File: config.mk
export PLATFORM = sky130hd
export DESIGN_NAME = uart_tx_serializer_flat
export DESIGN_NICKNAME = d
export VERILOG_FILES = /design/src/rtl/uart_pkg.sv /design/src/rtl/uart_tx_serializer_if.sv /design/src/rtl/uart_byte_fifo.sv /design/src/rtl/uart_tx_serializer.sv /design/src/flat_wrapper.sv
export SDC_FILE = /design/constraint.sdc
export NUM_CORES = 1
export LEC_CHECK = 0
export CAP_MARGIN = 20
export CELL_PAD_IN_SITES_DETAIL_PLACEMENT = 2
export CELL_PAD_IN_SITES_GLOBAL_PLACEMENT = 2
export CORE_ASPECT_RATIO = 1.2
export CORE_UTILIZATION = 30
export DETAILED_ROUTE_END_ITERATION = 6
export GPL_TIMING_DRIVEN = 0
export HOLD_SLACK_MARGIN = 0.06
export PLACE_DENSITY_LB_ADDON = 0.1
export RECOVER_POWER = 50
export SYNTH_ARGS = -nofsm -noshare
export SYNTH_HDL_FRONTEND = slang
export SYNTH_SLANG_ARGS = --single-unit
export TNS_END_PERCENT = 100
File: constraint.sdc
create_clock -name clk -period 7 [get_ports clk]
set_input_delay 1.4 -clock clk [delete_from_list [all_inputs] [get_ports clk]]
set_output_delay 1.4 -clock clk [all_outputs]
set_load 0.05 [all_outputs]
File: src/rtl/uart_pkg.sv
// rtl/uart_pkg.sv - shared types, constants and baud helper for the UART transmitter
package uart_pkg;

  localparam int FRAME_DATA_BITS = 8;

  typedef enum logic [2:0] {
    IDLE,
    START,
    DATA,
    PARITY,
    STOP
  } tx_state_t;

  // Rounded to the nearest clock so the bit period error stays below half a cycle.
  function automatic int calc_bit_cycles(input int clk_freq, input int baud);
    return (clk_freq + baud / 2) / baud;
  endfunction

endpackage

File: src/rtl/uart_tx_serializer_if.sv
// rtl/uart_tx_serializer_if.sv - byte write handshake between register logic and the transmitter
interface uart_tx_serializer_if;
  import uart_pkg::*;

  logic                       wr_valid;
  logic [FRAME_DATA_BITS-1:0] wr_data;
  logic                       wr_ready;

  modport master (output wr_valid, output wr_data, input wr_ready);
  modport slave  (input wr_valid, input wr_data, output wr_ready);
endinterface

File: src/rtl/uart_byte_fifo.sv
// rtl/uart_byte_fifo.sv - power-of-two depth byte FIFO with full/empty and occupancy count
module uart_byte_fifo
  import uart_pkg::*;
#(
  parameter int DEPTH = 8,
  localparam int AW = $clog2(DEPTH)
) (
  input  logic                       clk,
  input  logic                       rst_n,
  input  logic                       push,
  input  logic [FRAME_DATA_BITS-1:0] push_data,
  input  logic                       pop,
  output logic [FRAME_DATA_BITS-1:0] pop_data,
  output logic                       full,
  output logic                       empty,
  output logic [AW:0]                count
);

  localparam logic [AW:0] FULL_COUNT = (AW + 1)'(DEPTH);

  logic [FRAME_DATA_BITS-1:0] mem [DEPTH];
  logic [AW-1:0]              wr_ptr;
  logic [AW-1:0]              rd_ptr;
  logic                       push_en;
  logic                       pop_en;

  generate
    if (DEPTH < 2 || (DEPTH & (DEPTH - 1)) != 0) begin : g_depth_check
      $error("uart_byte_fifo: DEPTH must be a power of two and at least 2");
    end
  endgenerate

  assign full     = (count == FULL_COUNT);
  assign empty    = (count == '0);
  assign push_en  = push && !full;
  assign pop_en   = pop && !empty;
  assign pop_data = mem[rd_ptr];

  // Pointers wrap on their own; the separate count disambiguates full from empty.
  always_ff @(posedge clk or negedge rst_n) begin
    if (!rst_n) begin
      wr_ptr <= '0;
      rd_ptr <= '0;
      count  <= '0;
      for (int i = 0; i < DEPTH; i++) begin
        mem[i] <= '0;
      end
    end else begin
      if (push_en) begin
        mem[wr_ptr] <= push_data;
        wr_ptr      <= wr_ptr + 1'b1;
      end
      if (pop_en) begin
        rd_ptr <= rd_ptr + 1'b1;
      end
      case ({push_en, pop_en})
        2'b10:   count <= count + 1'b1;
        2'b01:   count <= count - 1'b1;
        default: count <= count;
      endcase
    end
  end

endmodule

File: src/rtl/uart_tx_serializer.sv
// rtl/uart_tx_serializer.sv - FIFO-buffered 8N1 UART transmitter; UART_TX_PARITY_EN adds an even parity bit
module uart_tx_serializer
  import uart_pkg::*;
#(
  parameter int CLK_FREQ   = 50_000_000,
  parameter int BAUD       = 115200,
  parameter int FIFO_DEPTH = 8
) (
  input  logic                        clk,
  input  logic                        rst_n,
  uart_tx_serializer_if.slave         wr,
  output logic                        txd,
  output logic                        busy,
  output logic [$clog2(FIFO_DEPTH):0] fifo_count
);

  localparam int BIT_CYCLES = calc_bit_cycles(CLK_FREQ, BAUD);
  localparam int CW         = (BIT_CYCLES > 2) ? $clog2(BIT_CYCLES) : 1;
  localparam logic [CW-1:0] BIT_LAST  = CW'(BIT_CYCLES - 1);
  localparam logic [2:0]    LAST_DATA = 3'(FRAME_DATA_BITS - 1);

  generate
    if (BIT_CYCLES < 2) begin : g_baud_check
      $error("uart_tx_serializer: CLK_FREQ/BAUD gives fewer than 2 cycles per bit");
    end
  endgenerate

  tx_state_t                  state_q, state_d;
  logic [CW-1:0]              baud_cnt_q, baud_cnt_d;
  logic [2:0]                 bit_idx_q, bit_idx_d;
  logic [FRAME_DATA_BITS-1:0] shift_q, shift_d;
  logic                       txd_q, txd_d;
  logic                       bit_end;
  logic                       fifo_pop;
  logic                       fifo_full;
  logic                       fifo_empty;
  logic [FRAME_DATA_BITS-1:0] fifo_data;

  uart_byte_fifo #(
    .DEPTH (FIFO_DEPTH)
  ) u_fifo (
    .clk       (clk),
    .rst_n     (rst_n),
    .push      (wr.wr_valid),
    .push_data (wr.wr_data),
    .pop       (fifo_pop),
    .pop_data  (fifo_data),
    .full      (fifo_full),
    .empty     (fifo_empty),
    .count     (fifo_count)
  );

  assign wr.wr_ready = !fifo_full;
  assign bit_end     = (baud_cnt_q == BIT_LAST);
  assign busy        = (state_q != IDLE) || (fifo_count != '0);
  assign txd         = txd_q;

`ifdef UART_TX_PARITY_EN
  logic parity_q, parity_d;

  always_ff @(posedge clk or negedge rst_n) begin
    if (!rst_n) begin
      parity_q <= 1'b0;
    end else begin
      parity_q <= parity_d;
    end
  end
`endif

  always_ff @(posedge clk or negedge rst_n) begin
    if (!rst_n) begin
      state_q    <= IDLE;
      baud_cnt_q <= '0;
      bit_idx_q  <= '0;
      shift_q    <= '0;
      txd_q      <= 1'b1;
    end else begin
      state_q    <= state_d;
      baud_cnt_q <= baud_cnt_d;
      bit_idx_q  <= bit_idx_d;
      shift_q    <= shift_d;
      txd_q      <= txd_d;
    end
  end

  // txd_d follows the current state, so the line lags the FSM by exactly one flop stage.
  always_comb begin
    state_d    = state_q;
    baud_cnt_d = bit_end ? '0 : baud_cnt_q + 1'b1;
    bit_idx_d  = bit_idx_q;
    shift_d    = shift_q;
    txd_d      = 1'b1;
    fifo_pop   = 1'b0;
`ifdef UART_TX_PARITY_EN
    parity_d   = parity_q;
`endif
    case (state_q)
      IDLE: begin
        baud_cnt_d = '0;
        if (!fifo_empty) begin
          fifo_pop = 1'b1;
          shift_d  = fifo_data;
          state_d  = START;
`ifdef UART_TX_PARITY_EN
          parity_d = ^fifo_data;
`endif
        end
      end
      START: begin
        txd_d = 1'b0;
        if (bit_end) begin
          state_d   = DATA;
          bit_idx_d = '0;
        end
      end
      DATA: begin
        txd_d = shift_q[0];
        if (bit_end) begin
          shift_d   = shift_q >> 1;
          bit_idx_d = bit_idx_q + 1'b1;
          if (bit_idx_q == LAST_DATA) begin
`ifdef UART_TX_PARITY_EN
            state_d = PARITY;
`else
            state_d = STOP;
`endif
          end
        end
      end
`ifdef UART_TX_PARITY_EN
      PARITY: begin
        txd_d = parity_q;
        if (bit_end) begin
          state_d = STOP;
        end
      end
`endif
      STOP: begin
        txd_d = 1'b1;
        if (bit_end) begin
          // A queued byte starts immediately so frames run back-to-back.
          if (!fifo_empty) begin
            fifo_pop = 1'b1;
            shift_d  = fifo_data;
            state_d  = START;
`ifdef UART_TX_PARITY_EN
            parity_d = ^fifo_data;
`endif
          end else begin
            state_d = IDLE;
          end
        end
      end
      default: begin
        state_d = IDLE;
      end
    endcase
  end

endmodule

File: src/flat_wrapper.sv
// flat-port wrapper written by rule: the top's interface ports become plain ports
module uart_tx_serializer_flat import uart_pkg::*;
#(
  parameter int CLK_FREQ   = 50_000_000,
  parameter int BAUD       = 115200,
  parameter int FIFO_DEPTH = 8
)
  (clk, rst_n, txd, busy, fifo_count, wr_wr_valid, wr_wr_data, wr_wr_ready);
  uart_tx_serializer_if wr_i ();
  input  logic clk;
  input  logic rst_n;
  output logic txd;
  output logic busy;
  output logic [$clog2(FIFO_DEPTH):0] fifo_count;
  input wire logic [$bits(wr_i.wr_valid)-1:0] wr_wr_valid;
  input wire logic [$bits(wr_i.wr_data)-1:0] wr_wr_data;
  output wire logic [$bits(wr_i.wr_ready)-1:0] wr_wr_ready;
  assign wr_i.wr_valid = wr_wr_valid;
  assign wr_i.wr_data = wr_wr_data;
  assign wr_wr_ready = wr_i.wr_ready;
  uart_tx_serializer #(.CLK_FREQ(CLK_FREQ), .BAUD(BAUD), .FIFO_DEPTH(FIFO_DEPTH)) u_core (.clk(clk), .rst_n(rst_n), .wr(wr_i), .txd(txd), .busy(busy), .fifo_count(fifo_count));
endmodule
# Word level (Yosys, flattened, before mapping)

Index checks and enable logic that the tools add are counted.

Memories kept: 0
Latch bits: 0
Input bits: 11
Bits in read-only memories: 0
Bits in writable memories: 0
Register bits: 98

Divide/modulo/power cells: 0
Order comparisons: 3
$add $sub $neg: 6
Eq/ne operators: 13
Multiply operators: 0
Muxes and demuxes: 27
Shifts and indexed selects: 0
Bitwise logic cells: 2
Reductions and logical operators: 16

Operators by type and width:

| cell                                                                     | count |
|---|---|
| 64-bit bitwise mux                                                       | 1 |
| 8-bit two-way mux                                                        | 6 |
| 8-bit binary-select mux with 3-bit select                                | 1 |
| 8-bit demux with 3-bit select                                            | 1 |
| 8-bit one-hot mux with 3 select lines                                    | 1 |
| 3-bit two-way mux                                                        | 7 |
| 9-bit two-way mux                                                        | 2 |
| 3-bit one-hot mux with 4 select lines                                    | 1 |
| 3-bit by 1-bit adder with 3-bit output (second input constant)           | 3 |
| 9-bit by 1-bit adder with 9-bit output (second input constant)           | 1 |
| 9-bit == test (second input constant)                                    | 1 |
| 4-bit greater-or-equal comparator (second input constant)                | 2 |
| 2-bit by 1-bit inequality test with 1-bit output (second input constant) | 4 |
| 3-bit NOT with 4-bit output                                              | 2 |
| 4-bit one-hot mux with 2 select lines                                    | 1 |
| 3-bit == test (second input constant)                                    | 2 |
| 3-bit one-hot mux with 2 select lines                                    | 1 |
| 3-bit AND reduction                                                      | 2 |
| 3-bit nonzero test                                                       | 2 |
| 5-bit AND reduction                                                      | 1 |
| 4-bit by 1-bit adder with 4-bit output (second input constant)           | 1 |
| 4-bit == test (second input constant)                                    | 1 |
| 4-bit logical NOT                                                        | 1 |
| 4-bit by 1-bit < comparator with 1-bit output (second input constant)    | 1 |
| 14 further kinds                                                         | 21 |

# Logic depth before layout (Yosys ltp)

Gate-level depths: netlist (run 1).

Depth after elaboration: 7
Mapped depth: 12
Depth with buffers taken out: 12

# Hierarchy

A second synthesis (run 1) with hierarchy kept.

Cell total of the unflattened synthesis: 343
Area, all modules: 4907.2 um2

Modules (own cells, without submodules):

| module             | instances | cells each | area each (um2) |
|---|---|---|---|
| uart_byte_fifo     | 1         | 228        | 3572.2 |
| uart_tx_serializer | 1         | 115        | 1335.0 |

# Worst setup path before layout (run 1)

Ideal clock, no wire load.

Path kind: reg2out
Start point: reg u_core.u_fifo.count[0]
End point: out busy
Setup slack: 3.853 ns
Data required time: 5.600 ns
Stages on the path, launching flop included: 3
Buffers on the path: 0
Data arrival time: 1.747 ns
Cells stage by stage: dfrtp_1 > nor4_1 > nand3b_1

Longest elaborated chain between the ends: 2

RTL lines:

| element                | line                     | text |
|---|---|---|
| from (decl)            | uart_byte_fifo.sv:16     | `output logic [AW:0] count` |
| from (signal assigned) | uart_byte_fifo.sv:57     | `2'b10: count <= count + 1'b1;` |
| from (signal assigned) | uart_byte_fifo.sv:58     | `2'b01: count <= count - 1'b1;` |
| from (signal assigned) | uart_byte_fifo.sv:59     | `default: count <= count;` |
| 4-bit nonzero test     | uart_tx_serializer.sv:55 | `assign busy = (state_q != IDLE) \|\| (fifo_count != '0);` |
| 1-bit logical OR       | uart_tx_serializer.sv:55 |  |
| to (decl)              | flat_wrapper.sv:13       | `output logic busy;` |

No other way between the ends.

# Final worst setup path (run 1)

Same ends and word-level chain as after synthesis.

==> results of run 1 <==
-- cells by family (layout without fill, tap and decap cells) --
logic type | after synthesis | count (layout) | synth area share
and+or+nand+nor | 67 | 67 | 0.08063
xor gates and xnor gates | 14 | 14 | 0.02652
AOI/OAI and AO/OA | 25 | 25 | 0.03734
muxes | 99 | 99 | 0.2771
buffers and inverters | 21 | 55 | 0.01921
DFF | 98 | 98 | 0.5306
adders and majority gates | 10 | 10 | 0.02868
-- power by group --
group          total (mW)  switching [mW]  leakage, nW  internal (mW)
clock network       0.537           0.215        0.156          0.322
registers           0.885           0.111         1.21          0.775
logic               0.590           0.255        0.879          0.334
total                2.01           0.582         2.24           1.43
-- registers in the layout (all words and copies together) (netlist names) --
register	flops
u_core.baud_cnt_q	9
u_core.bit_idx_q	3
u_core.shift_q	8
u_core.state_q	3
u_core.txd	1
u_core.u_fifo.count	4
u_core.u_fifo.mem	64
u_core.u_fifo.rd_ptr	3
u_core.u_fifo.wr_ptr	3
-- critical path, delay by kind of cell, from the launching register on --
kind          cells  cell delay (ns)
buf+inv           1             0.73
flops             1             0.46
simple gates      2             0.81
-- metrics by stage --
stage | setup WS [ns] | power, mW
final | 3.251 | 2.013
after global routing | 2.990 | 2.155
after CTS | 3.171 | 2.059
after detailed placement | 3.471 | 1.504
after global placement | 0.5310 | 1.471
after floorplan | 3.853 | 1.325
-- cell type report --
type / instances / area (um^2) / share of cell area
inverter: 8 / 32.53 / 0.006047
tap: 204 / 255.2 / 0.04744
buffer: 13 / 56.30 / 0.01047
sequential: 98 / 2454 / 0.4560
multi-input combinational: 215 / 2067 / 0.3842
clock inverter: 4 / 73.82 / 0.01372
clock buffer: 11 / 242.7 / 0.04512
timing repair buffer: 19 / 198.9 / 0.03698
-- layer usage --
metal  wire length, um  vias up  part of all wire  track usage
met2              5647       23              0.53       0.2575
met3               215        9             0.020      0.03025
met4               164        0             0.015      0.05126
met5                 0        -                 0            0
met1              4563     1452              0.43       0.1854
li1                  -     1258                 -            -
-- path summary, 6_finish.rpt --
check | startpoint | end | slack [ns] | cells past startpoint
worst min register to register | u_core.u_fifo.mem[30]$_DFFE_PN0P_ | u_core.u_fifo.mem[30]$_DFFE_PN0P_ | 0.49 | 1
worst max-delay path | u_core.u_fifo.count[0]$_DFFE_PN0P_ | busy | 3.25 | 3
worst min-delay path | u_core.u_fifo.mem[30]$_DFFE_PN0P_ | u_core.u_fifo.mem[30]$_DFFE_PN0P_ | 0.49 | 1
max in group asynchronous | rst_n | u_core.u_fifo.mem[19]$_DFFE_PN0P_ | 3.62 | 1
worst max register to register | u_core.baud_cnt_q[1]$_DFF_PN0_ | u_core.u_fifo.count[3]$_DFFE_PN0P_ | 3.89 | 12
min in group asynchronous | rst_n | u_core.u_fifo.count[0]$_DFFE_PN0P_ | 1.87 | 1
-- layout by cell type (no fill, tap or decap), types with 2 or more instances in the layout --
cell and n:
dfrtp_1 97, mux2_2 71, nand2_1 24, nor2_1 20, mux4_2 16, clkdlybuf4s50_1 16
o21ai_0 12, mux2i_1 11, ha_1 9, clkbuf_16 9, clkbuf_1 8, xnor2_1 8
inv_1 7, xor2_1 6, nand3_1 4, a21oi_1 4, buf_2 3, buf_1 3
nand4_1 2, nand2b_1 2, nor3_1 2, buf_4 2, nand3b_1 2, nor4b_4 2
nand4b_1 2, a22oi_1 2, bufinv_16 2
==> Flow_metrics.wiki, run 1 <==
{| class="wikitable"
! Metric !! Value
|-
| Number of inserted diodes || 0
|-
| Mean routed wirelength per cell || 18.51 um
|-
| Post-synth EDFFs || 0
|-
| Clock latency of the later-clocked register in the worst-skew pair || 0.35 ns
|-
| Tightest hold margin || 0.4920 ns
|-
| Peak Freq || 266.8 MHz
|-
| Post-Layout Cell Count || 572
|-
| Synth-to-layout area growth || 16.34%
|-
| Kind of capture point of the worst setup path || output pin
|-
| Fraction of the yosys area taken by sequential cells || 0.5306
|-
| Layout cells sized above 1 || 0.3125
|-
| Number of nets produced by synthesis || 355
|-
| Setup Viol. Count Final || 0
|-
| Power density over cell area || 374.1 mW/mm^2
|-
| Worst slew margin || -0.7616
|-
| Worst IR drop on VDD || 0.0001103 V
|-
| Maximum Capacitance Violations || 1
|-
| Worst Path Max Fanout || 6
|-
| Total wirelength of the detailed-routed design || 10.59 mm
|-
| Area of the core region || 0.01502 mm^2
|-
| Starting density of the core || 0.3079
|-
| GRT overflow || 0
|-
| Synthesized area || 0.004624 mm^2
|-
| I/O pins || 18
|-
| Cell breakdown of the critical path || nor4_1 -> nand3b_1 -> clkdlybuf4s50_1
|-
| Post-detail-place hpwl || 6.997 mm
|-
| Violated checks || capacitance limit, slew limit
|-
| Number of design-rule violations left by the first detailed-router iteration || 62
|-
| Max Buffers Root-to-Sink || 2
|-
| CTS resizes || 0
|-
| Number of buffers inserted by port buffering || 17
|-
| Number of distinct standard cells referenced by the synthesized netlist || 43
|-
| Placed standard-cell area || 0.005082 mm^2
|-
| Clock Skew || 0.01111 ns
|-
| Kind of launch point of the worst setup path || flop
|-
| Design Area, Final || 0.005380 mm^2
|-
| Hold buffers post-CTS || 0
|-
| Combined global-route utilization of all metal layers || 0.1501
|-
| Top FF cell, synth || dfrtp_1
|-
| Post-CTS Repair Setup Buffers || 0
|-
| Number of endpoints with negative hold slack in the final report || 0
|-
| Fin crit share || 0.5355
|-
| Actual transition at the worst max-transition pin || 2.642 ns
|-
| Via count of the first global-routing pass || 3208
|-
| Standard-cell row count || 49
|-
| Post-synthesis average cell area || 13.85 um^2
|-
| Critical path type || flop to output pin
|-
| Clock input transition at the sequential cells of the worst setup and hold paths || 0.07 ns
|-
| Library cell occupying the most area in the post-synthesis netlist || dfrtp_1
|-
| H-tree levels || 3
|-
| Dpl cells || 557
|-
| Result of the run || finished with violations
|-
| Post-layout nets || 385
|-
| Seq cells post-synth || 98
|-
| Type of the tightest min-delay check || flop to flop
|-
| Crit path required time || 5.60 ns
|-
| Die footprint || 0.01592 mm^2
|-
| DRT Pass-1 Iters || 4
|-
| Longest individual stage delay on the worst path || 0.73 ns
|-
| Number of standard cells after synthesis || 334
|-
| Cell with the largest stage delay on the worst path || clkdlybuf4s50_1
|-
| Gpl congestion || 0.6645
|-
| Final ANT Viol Nets || 0
|-
| Detailed-route DRC error count || 0
|-
| Clk sink count || 98
|-
| Number of buffers created by CTS || 9
|-
| Fill cell instance count of the final layout || 1548
|-
| Largest net degree at the start of global routing || 55
|-
| Cell leakage power || 2.242 nW
|-
| Die H || 138.0 um
|-
| Share of Yosys cell area claimed by the top area cell type || 0.5249
|-
| Overall via count from detail_route || 2742
|-
| Vias/cell || 4.794
|-
| Buffer cell driving the clock tree root || clkbuf_16
|-
| Ys async rst share || 1.000
|-
| Fin util || 0.3582
|-
| RSZ-0062 raised after global routing || no
|-
| Time the worst path needs with I/O delays and setup || 3.749 ns
|-
| Global-route wire length before repair || 17.65 mm
|-
| Horizontal die dimension || 115.3 um
|-
| Max-slew violation count || 45
|-
| Arrival time at the worst endpoint || 2.35 ns
|-
| Final setup TNS || 0 ns
|-
| Number of antenna violations at the first check in global routing || 0
|-
| Clock tree from TritonCTS || yes
|-
| Number of warnings printed during yosys synthesis || 0
|-
| Most common library cells after synthesis || dfrtp_1 (97), mux2_2 (71), nand2_1 (24), nor2_1 (20), mux4_2 (16)
|-
| Area contributors post-synth || dfrtp_1 (52%), mux2_2 (17%), mux4_2 (7.8%)
|-
| Most frequent cell after synthesis || dfrtp_1
|}
(Power assumes the default switching activity.)
==> inputs of run 2 (changes only) <==
==> constraint.sdc (replaced) <==
create_clock -name clk -period 3.5 [get_ports clk]
set_input_delay 0.7 -clock clk [delete_from_list [all_inputs] [get_ports clk]]
set_output_delay 0.7 -clock clk [all_outputs]
set_load 0.05 [all_outputs]
==> run 2 against run 1 <==
  * Count of clock-buffer cells in the layout unchanged
  * Utilization rose by 0.067 points
  * Highest routed layer unchanged
  * Worst setup slack worse by 2.9 ns
  * Largest power group unchanged
  * The run still ends with capacitance limit, slew limit left
  * Critical path depth increased by 8
==> Flow_metrics.wiki, run 2 (synthesis gave the netlist of run 1 again) <==
{| class="wikitable"
! Metric !! Value
|-
| Clk sink count || 98
|-
| Max Buffers Root-to-Sink || 2
|-
| Area of the core region || 0.01502 mm^2
|-
| Number of buffers inserted by port buffering || 17
|-
| Crit path required time || 3.73 ns
|-
| Via count of the first global-routing pass || 3208
|-
| Die footprint || 0.01592 mm^2
|-
| Flip-flop count of the largest register, all copies and words added || 64
|-
| Number of buffers created by CTS || 9
|-
| Storage element area || 0.002454 mm^2
|-
| Top Registers || u_core.u_fifo.mem (64), u_core.baud_cnt_q (9), u_core.shift_q (8)
|-
| Maximum Capacitance Violations || 1
|-
| Peak Freq || 320.0 MHz
|-
| Kind of capture point of the worst setup path || flop
|-
| GRT overflow || 0
|-
| Met2 routed WL || 5.643 mm
|-
| Power density over cell area || 746.1 mW/mm^2
|-
| Setup Viol. Count Final || 0
|-
| Largest net degree at the start of global routing || 55
|-
| Violated checks || capacitance limit, slew limit
|-
| Tightest hold margin || 0.4920 ns
|-
| Number of design-rule violations left by the first detailed-router iteration || 62
|-
| Synth-to-layout area growth || 16.56%
|-
| Number of antenna violations at the first check in global routing || 0
|-
| Clock latency of the later-clocked register in the worst-skew pair || 0.35 ns
|-
| Time the worst path needs with I/O delays and setup || 3.125 ns
|-
| RSZ-0062 raised after global routing || no
|-
| Vias/cell || 4.797
|-
| Number of inserted diodes || 0
|-
| Design Area, Final || 0.005390 mm^2
|-
| Standard-cell row count || 49
|-
| Placed standard-cell area || 0.005082 mm^2
|-
| Post-detail-place hpwl || 6.997 mm
|-
| Total wirelength of the detailed-routed design || 10.58 mm
|-
| Met3 wire length || 215 um
|-
| Global-route wire length before repair || 17.65 mm
|-
| Overall via count from detail_route || 2744
|-
| Combined global-route utilization of all metal layers || 0.1501
|-
| Commonest non-fill, non-tap cell in the layout || dfrtp_1
|-
| CTS resizes || 0
|-
| Fin util || 0.3589
|-
| Final setup slack of the worst path || 0.3751 ns
|-
| Actual transition at the worst max-transition pin || 2.639 ns
|-
| Cell leakage power || 2.234 nW
|-
| Mean routed wirelength per cell || 18.49 um
|-
| Max-slew violation count || 45
|-
| Hold buffers post-CTS || 0
|-
| Fin crit share || 0.8928
|-
| Worst slack at placement || 0.5454 ns
|-
| Buffer cell driving the clock tree root || clkbuf_16
|-
| Layout cells sized above 1 || 0.3125
|-
| Register ranked first by flip-flop count || u_core.u_fifo.mem
|-
| Kind of launch point of the worst setup path || input pin
|-
| Horizontal die dimension || 115.3 um
|-
| Area of the multi-input gates || 0.002082 mm^2
|-
| Worst Path Max Fanout || 8
|-
| Clock input transition at the sequential cells of the worst setup and hold paths || 0.07 ns
|-
| Met1 Wirelength || 4.552 mm
|-
| Post-layout nets || 385
|-
| Type of the tightest min-delay check || flop to flop
|-
| Final ANT Viol Nets || 0
|-
| Number of endpoints with negative hold slack in the final report || 0
|-
| Clock Skew || 0.01111 ns
|-
| Post-CTS Repair Setup Buffers || 0
|-
| Starting density of the core || 0.3079
|-
| Worst slew margin || -0.7591
|-
| Top metal layer carrying routed signals || met4
|-
| Detailed-route DRC error count || 0
|-
| Fill cell instance count of the final layout || 1549
|-
| Gpl congestion || 0.6645
|-
| H-tree levels || 3
|-
| Result of the run || finished with violations
|-
| Critical path type || input pin to flop
|-
| Clock tree from TritonCTS || yes
|-
| Worst IR drop on VDD || 0.0002207 V
|-
| Die H || 138.0 um
|-
| Highest-count cells in the layout ignoring fill and taps || dfrtp_1 (97), mux2_2 (71), nand2_1 (24), nor2_1 (20)
|-
| Arrival time at the worst endpoint || 3.36 ns
|-
| DRT Pass-1 Iters || 4
|-
| I/O pins || 18
|}
run 2: cell count changes in the layout (fill, tap and decap cells not counted), sizes merged:
cell,delta
clkbuf,+1
clkinvlp,+1
inv,-1
buf,-1
run 2: critical path, stage by stage:
cell	delay [ns]
clkdlybuf4s50_1	0.44
and2_1	0.11
clkbuf_1	0.30
clkinvlp_2	0.45
ha_1	0.39
ha_1	0.28
a21o_1	0.15
a21oi_1	0.18
xnor2_1	0.14
nor2_1	0.06
xor2_1	0.14
run 2: path summary, 6_finish.rpt:
path | from | end | slack [ns] | cells past startpoint
max | wr_wr_valid | u_core.u_fifo.count[3]$_DFFE_PN0P_ | 0.38 | 11
min | u_core.u_fifo.mem[30]$_DFFE_PN0P_ | u_core.u_fifo.mem[30]$_DFFE_PN0P_ | 0.49 | 1
max reg2reg | u_core.u_fifo.count[0]$_DFFE_PN0P_ | u_core.u_fifo.count[3]$_DFFE_PN0P_ | 0.51 | 12
min reg2reg | u_core.u_fifo.mem[30]$_DFFE_PN0P_ | u_core.u_fifo.mem[30]$_DFFE_PN0P_ | 0.49 | 1
max in group asynchronous | rst_n | u_core.u_fifo.mem[19]$_DFFE_PN0P_ | 0.82 | 1
min in group asynchronous | rst_n | u_core.u_fifo.count[0]$_DFFE_PN0P_ | 1.17 | 1
run 2: area by class of cell:
cell class	instances	share of cell area
flip-flops and latches	98	0.4552
plain buffers	13	0.009749
well taps	204	0.04735
clock buffers	11	0.04503
clock inverters	4	0.01370
inverters	8	0.005803
multi-input cells	215	0.3863
repair buffers	19	0.03691
run 2: through the flow:
stage / setup TNS, ns / instances / total power [mW]
2_1_floorplan: 0 / 334 / 2.649
3_3_place_gp: -220.00 / 555 / 2.943
3_5_place_dp: 0 / 557 / 3.009
4_1_cts: 0 / 572 / 4.117
5_1_grt: 0 / 572 / 4.306
6_report: 0 / 572 / 4.022
run 2: power by group:
part	internal [mW]	switching, mW
Sequential	1.55	0.222
Combinational	0.666	0.510
Clock	0.644	0.431
Total	2.86	1.16
run 2: layer usage:
metal | track usage | up-vias
li1 | - | 1258
met1 | 0.1854 | 1454
met2 | 0.2575 | 23
met3 | 0.03025 | 9
met4 | 0.05126 | 0
met5 | 0 | -
